--- config.mk ---
export PLATFORM = sky130hd
export DESIGN_NAME = uart_tx_fifo
export DESIGN_NICKNAME = d
export VERILOG_FILES = /design/src/rtl/uart_pkg.sv /design/src/rtl/uart_tx_fifo_mem.sv /design/src/rtl/uart_tx_fifo.sv
export SDC_FILE = /design/constraint.sdc
export NUM_CORES = 1
export LEC_CHECK = 0
export ABC_AREA = 0
export ABC_CLOCK_PERIOD_IN_PS = 8650
export BUFFER_PORTS_ARGS = -buffer_cell sky130_fd_sc_hd__buf_2
export CORE_ASPECT_RATIO = 0.8
export CORE_MARGIN = 4
export CORE_UTILIZATION = 45
export DETAILED_ROUTE_END_ITERATION = 16
export PLACE_DENSITY = 0.74
export REMOVE_ABC_BUFFERS = 1
export SETUP_SLACK_MARGIN = 0.02
export SLEW_MARGIN = 5
export SYNTH_ARGS = -nofsm -noshare
export SYNTH_HDL_FRONTEND = slang
export SYNTH_SLANG_ARGS = --single-unit
export TNS_END_PERCENT = 5
--- constraint.sdc ---
create_clock -name sysclk -period 8.65 [get_ports sysclk]
set_input_delay 0.865 -clock sysclk [delete_from_list [all_inputs] [get_ports sysclk]]
set_output_delay 0.865 -clock sysclk [all_outputs]
set_load 0.05 [all_outputs]
--- src/rtl/uart_pkg.sv ---
// Shared UART definitions: parity modes, transmit state encoding, baud divisor helper.
// No logic; constants and a pure function only.
// Used by the transmitter now and by the receiver later.
package uart_pkg;

  localparam int PAR_NONE = 0;
  localparam int PAR_ODD  = 1;
  localparam int PAR_EVEN = 2;

  typedef enum logic [2:0] {
    S_IDLE   = 3'd0,
    S_START  = 3'd1,
    S_DATA   = 3'd2,
    S_PARITY = 3'd3,
    S_STOP   = 3'd4
  } state_t;

  // sysclk cycles per line bit (integer division, truncating)
  function automatic int calc_div(input int clk_freq, input int baud_rate);
    return clk_freq / baud_rate;
  endfunction

endpackage

--- src/rtl/uart_tx_fifo_mem.sv ---
// Synchronous FIFO with push/pop, full/empty flags and occupancy count.
// Latency: pushed word is visible at the head one edge after the push.
// Backpressure: push ignored while full (even on a same-edge pop), pop ignored while empty.
module uart_tx_fifo_mem #(
  parameter int DW    = 8,
  parameter int DEPTH = 4
) (
  input  logic                       clk,
  input  logic                       rst,
  input  logic                       i_push,
  input  logic [DW-1:0]              i_data,
  input  logic                       i_pop,
  output logic [DW-1:0]              o_data,
  output logic                       o_full,
  output logic                       o_empty,
  output logic [$clog2(DEPTH):0]     o_count
);

  localparam int AW = $clog2(DEPTH);
  localparam logic [AW:0] L_FULL = (AW+1)'(DEPTH);

  logic [DW-1:0] r_mem [DEPTH];
  logic [AW-1:0] r_wr_ptr;
  logic [AW-1:0] r_rd_ptr;
  logic [AW:0]   r_count;
  logic          w_push_ok;
  logic          w_pop_ok;

  assign o_full    = (r_count == L_FULL);
  assign o_empty   = (r_count == '0);
  assign w_push_ok = i_push && !o_full;
  assign w_pop_ok  = i_pop && !o_empty;
  assign o_data    = r_mem[r_rd_ptr];
  assign o_count   = r_count;

  // Storage is not reset: a reset only discards contents by clearing the pointers.
  always_ff @(posedge clk) begin
    if (w_push_ok) r_mem[r_wr_ptr] <= i_data;
  end

  // Pointers wrap naturally at DEPTH (power of two); count tracks push minus pop.
  always_ff @(posedge clk or posedge rst) begin
    if (rst) begin
      r_wr_ptr <= '0;
      r_rd_ptr <= '0;
      r_count  <= '0;
    end else begin
      if (w_push_ok) r_wr_ptr <= r_wr_ptr + 1'b1;
      if (w_pop_ok)  r_rd_ptr <= r_rd_ptr + 1'b1;
      case ({w_push_ok, w_pop_ok})
        2'b10:   r_count <= r_count + 1'b1;
        2'b01:   r_count <= r_count - 1'b1;
        default: r_count <= r_count;
      endcase
    end
  end

endmodule

--- src/rtl/uart_tx_fifo.sv ---
// UART transmitter with baud divider and transmit FIFO; configurable data/parity/stop bits.
// Latency: word pushed into an empty idle FIFO is popped next edge; start bit begins then.
// Backpressure: tx_ready low whenever the FIFO is full; frames run back-to-back while data waits.
module uart_tx_fifo
  import uart_pkg::*;
#(
  parameter int CLK_FREQ   = 100000000,
  parameter int BAUD_RATE  = 9600,
  parameter int DATA_BITS  = 8,
  parameter int PARITY     = 0,
  parameter int STOP_BITS  = 1,
  parameter int FIFO_DEPTH = 4
) (
  input  logic                          sysclk,
  input  logic                          reset,
  input  logic [DATA_BITS-1:0]          tx_data,
  input  logic                          tx_valid,
  output logic                          tx_ready,
  output logic                          tx_busy,
  output logic                          tx_done,
  output logic [$clog2(FIFO_DEPTH):0]   fifo_count,
  output logic                          UART_TX
);

  localparam int DIV = calc_div(CLK_FREQ, BAUD_RATE);
  localparam int CW  = $clog2(DIV);
  localparam logic [CW-1:0] L_TICK      = CW'(DIV - 1);
  localparam logic [2:0]    L_LAST_DATA = 3'(DATA_BITS - 1);
  localparam logic [2:0]    L_LAST_STOP = 3'(STOP_BITS - 1);

  state_t               r_state;
  state_t               w_state_nxt;
  logic [CW-1:0]        r_baud;
  logic [2:0]           r_idx;
  logic [DATA_BITS-1:0] r_shift;
  logic                 r_par;
  logic                 w_tick;
  logic                 w_pop;
  logic                 w_done;
  logic                 w_tx;
  logic                 w_full;
  logic                 w_empty;
  logic [DATA_BITS-1:0] w_head;

  uart_tx_fifo_mem #(
    .DW    (DATA_BITS),
    .DEPTH (FIFO_DEPTH)
  ) u_fifo (
    .clk     (sysclk),
    .rst     (reset),
    .i_push  (tx_valid),
    .i_data  (tx_data),
    .i_pop   (w_pop),
    .o_data  (w_head),
    .o_full  (w_full),
    .o_empty (w_empty),
    .o_count (fifo_count)
  );

  assign w_tick   = (r_baud == L_TICK);
  assign tx_ready = !w_full;
  assign tx_done  = w_done;
  assign UART_TX  = w_tx;
  assign tx_busy  = (r_state != S_IDLE) || (fifo_count != '0);

  // State register.
  always_ff @(posedge sysclk or posedge reset) begin
    if (reset) r_state <= S_IDLE;
    else       r_state <= w_state_nxt;
  end

  // Next state, FIFO pop, line level and end-of-frame pulse.
  always_comb begin
    w_state_nxt = r_state;
    w_pop       = 1'b0;
    w_done      = 1'b0;
    w_tx        = 1'b1;
    case (r_state)
      S_IDLE: begin
        if (!w_empty) begin
          w_pop       = 1'b1;
          w_state_nxt = S_START;
        end
      end
      S_START: begin
        w_tx = 1'b0;
        if (w_tick) w_state_nxt = S_DATA;
      end
      S_DATA: begin
        w_tx = r_shift[0];
        if (w_tick && (r_idx == L_LAST_DATA))
          w_state_nxt = (PARITY != PAR_NONE) ? S_PARITY : S_STOP;
      end
      S_PARITY: begin
        w_tx = r_par;
        if (w_tick) w_state_nxt = S_STOP;
      end
      S_STOP: begin
        if (w_tick && (r_idx == L_LAST_STOP)) begin
          w_done = 1'b1;
          // Chain straight into the next start bit when more data is queued.
          if (!w_empty) begin
            w_pop       = 1'b1;
            w_state_nxt = S_START;
          end else begin
            w_state_nxt = S_IDLE;
          end
        end
      end
      default: w_state_nxt = S_IDLE;
    endcase
  end

  // Baud counter, bit/stop index and shift register; counter restarts at every frame start.
  always_ff @(posedge sysclk or posedge reset) begin
    if (reset) begin
      r_baud  <= '0;
      r_idx   <= '0;
      r_shift <= '0;
      r_par   <= 1'b0;
    end else begin
      if (w_pop) begin
        r_shift <= w_head;
        r_par   <= (PARITY == PAR_EVEN) ? ^w_head : ~^w_head;
      end else if ((r_state == S_DATA) && w_tick) begin
        r_shift <= r_shift >> 1;
      end

      if ((w_state_nxt == S_IDLE) || w_pop || w_tick) r_baud <= '0;
      else                                             r_baud <= r_baud + 1'b1;

      if (w_state_nxt != r_state) r_idx <= '0;
      else if (w_tick)            r_idx <= r_idx + 1'b1;
    end
  end

endmodule

==> results.txt <==
- Max-cap violations in this run came to 0.
- Clock tree from TritonCTS: yes
* Finished Layout Cells: 348
- Static Leak: approximately 1.5 nW
- In this design, the largest share of critical-path delay is due to simple AND/OR/NAND/NOR gates.
* Number of instances in the synthesized netlist: around 240
* Die Span X: between 100 and 150 µm
- CTS Buffer Depth: 2
* Sequential share of the synthesized area: 59.0%
* Main combinational cell family by area after synthesis: simple AND/OR/NAND/NOR gates
- DRC violation count after routing: 0
* Crit path buf inv count: 1
* Power share of the clock group: between 30% and 40%
- The first detailed-routing pass ran for 4 iterations.
- Xor/xnor share of the synthesized area: between 6 and 7%
- Flop and latch count out of synthesis: around 70
- Using the TritonRoute via totals, the vias-per-cell ratio works out to between 5 and 6.
* Final net count: 280
- The finished cells cover ~3500 µm².
* Die height: approximately 83 µm
* Setup Buffers After CTS: 0
- After layout, the worst path uses 39.7% of the clock period.
- The number of failing hold endpoints at the final stage is 0.
- Area grow syn2layout: 11.7%
- Slew at the pin closest to its max-slew limit: around 740 ps
- The clock reaches the later pin of the worst-skew pair after approximately 340 ps.
- The synthesized netlist devotes 3.77% of its cell area to compound gates.
- Walking the worst path, the cells encountered are or4b_4 -> nor4_1 -> nand3_1 -> nor2_1 -> buf_2.
* Max-slew violation count: 0
- The tree built by TritonCTS fans out to 68 sinks.
- Counting I/O delays and the setup requirement, the final critical path takes 3430 ps.
- Post-DP HPWL: 3800 µm
* Sw frac: a little under a third
* Placement row count: 26
- Simple-gate area share of the yosys netlist: about 12%
- The synthesized design contains 32 enable-type register cells.
* Weighted congestion at the end of routability-driven global placement: 0.786
- Critical Path AT: 2570 ps
* Kind of launch point of the worst setup path: register
- The repair_antennas step left the layout with diodes totalling 0.
- Ratio of cells with drive above 1 in the final layout: between 20% and 30%
- Post-synthesis adder-cell area fraction: 4.21%
- Counting the buffers created by CTS gives 9.
- Setup skew after layout: ~9.6 ps
- Post-placement cell area: 3320 µm²
* Number of antenna violations at the first check in global routing: 0
* Async S/R FF share, synth: 52.9%
- During synthesis, Yosys emitted a total of 0 warnings.
- Area of the placeable core: 6600 µm²
* Number of buffers inserted by port buffering: 17
- Post-CTS repair changed the size of 0 cells.
- After clock tree synthesis, the flow added hold-fix buffers numbering 0.
- Detailed-route wire length: roughly 5400 µm
- Power density normalized to cell area: 234 nW/µm²
- Setup repair after global routing left no endpoint under its margin.
- Clock-pin slew was measured on the worst setup and hold paths at ~80 ps.
* Maximum number of pins on one net before global-route repair: 37
- Along the worst path, the maximum fanout reaches 5.
- Counting the fill cells in the layout gives ~540.
* CP peak stage delay: approximately 670 ps
- Overall routing resource usage: around 15%
- Data required time of the worst path: around 8000 ps
- Avg WL per Cell: between 15 and 20 µm
* Avg Cell Area, Syn: approximately 13 µm²
- The die covers roughly 8400 µm².
- Sum of negative setup slack: 0 ps
* Worst path slowest cell: nor4_1
- Via count of the first global-routing pass: between 1500 and 2000
* Share of total power in combinational logic: between 10% and 20%
- Once the floorplan was initialized, standard cells occupied 47.7% of the core.
- Number of distinct standard cells referenced by the synthesized netlist: 39
- Slack of the worst reg-to-reg path: around 5400 ps
- Final Setup Violations: 0
* Highest clock frequency the design can meet: 291 MHz
* Total standard cell area after synthesis: roughly 3200 µm²
- Commonest register cell after synthesis: dfrtp_1
* Utilization after layout: between 50% and 60%
- Worst min path class: register to register
* First-pass GRT wire length: 9520 µm
- The worst-case IR drop observed on VDD is between 0.15 and 0.2 mV.
* Rel. slew slack: about 50%
- The run finished with clean final reports.
- CTS placed an instance of clkbuf_8 at the clock tree root.
* Net switching power of the design: 0.000252 W
- Global routing finished with a remaining overflow of 0.
- The completed layout was analyzed and its total power is 0.000826 W.
- CTS H-Tree Depth: 3
* Vias post-DR: 1862
- Placed instance count: between 300 and 400
* Power Internal: between 0.0005 and 0.0006 W
- Detail Route Antenna Nets: 0
- Type of the setup path with the least slack: register to output port
- Sequential Power Share: around half
* Number of top-level pins: 18
- Post-synthesis mux area share: roughly an eighth
* Violation count after the first detailed-routing iteration: 91
- Nature of the critical path endpoint: output port
[metrics by stage]
step	setup WS (ps)	hold WS [ps]
6_report	5220	497
5_1_grt	5040	509
4_1_cts	5200	497
3_5_place_dp	5360	484
3_3_place_gp	5490	480
2_1_floorplan	5500	448
[power by group through the flow]
stage	Clock (W)	Combinational [W]	Sequential, W
CTS	0.000273	0.000157	0.000404
finish	0.000269	0.000154	0.000403
floorplan	0	0.0000927	0.000430
detailed placement	0	0.000157	0.000411
global placement	0	0.000151	0.000409
global route	0.000291	0.000170	0.000407
[Yosys cell counts, types with 7 or more instances]
master    instances  area share (%)
dfrtp_1          36              29
edfxtp_1         32              30
ha_1              9             3.6
inv_1            13             1.5
mux2_2           15             5.4
mux4_2            8             5.7
nand2_1          13             1.5
nor2_1           17             2.0
o21ai_0           7             1.1
xnor2_1          14             3.9
xor2_1            9             2.5
[logic make-up after synthesis]
logic type	Yosys count
simple gates	70
flops	68
mux	26
compound gates	20
buf+inv	19
xor+xnor	23
fa+ha+maj	10
[path summary, 6_finish.rpt]
check	from	endpoint	cells past startpoint
hold reg to reg	r_baud[0]	r_baud[0]	1
min in group asynchronous	reset	u_fifo.o_count[2]	3
hold / removal	r_baud[0]	r_baud[0]	1
setup reg to reg	r_baud[6]	u_fifo.o_count[2]	11
setup / recovery	r_baud[6]	tx_done	5
max in group asynchronous	reset	r_idx[0]	3
[cell usage in the layout (no fill, tap or decap), types with 2 or more instances in the layout]
master and n:
dfrtp_1 36, edfxtp_1 32, nor2_1 17, buf_2 17
mux2_2 15, xnor2_1 14, inv_1 13, nand2_1 13
xor2_1 9, ha_1 9, clkbuf_8 9, mux4_2 8
o21ai_0 7, a21oi_1 6, and3_1 6, nand2b_1 5
nand4_1 5, or3_1 4, nand3_1 4, inv_6 4
nor3_1 3, mux2i_1 3, nor4_1 2, a22oi_1 2
nor2b_1 2, and4_1 2, clkinvlp_4 2
[layout make-up]
cell class	instances	area [µm²]	share of cell area [%]
Sequential cell	68	1860	52.8
Multi-Input combinational cell	149	1210	34.4
Clock buffer	9	124	3.52
Tap cell	84	105	2.98
Timing Repair Buffer	18	92.6	2.63
Clock inverter	7	80.1	2.27
Inverter	13	48.8	1.38
[state kept, by name, summed over array words and instances (netlist names)]
register         flops
r_state              3
u_fifo.r_rd_ptr      2
r_idx                3
r_par                1
r_shift              8
u_fifo.r_wr_ptr      2
r_baud              14
u_fifo.r_mem        32
u_fifo.o_count       3
[layer usage]
| layer | global-route usage, % | wire length (µm) | vias up |
|---|---|---|---|
| met2 | 20.5 | 2410 | 30 |
| met5 | 0 | 0 | - |
| met1 | 21.1 | 2670 | 931 |
| met3 | 5.11 | 222 | 6 |
| met4 | 4.35 | 87 | 0 |
| li1 | - | - | 895 |
Power figures use the tool's default switching activity.
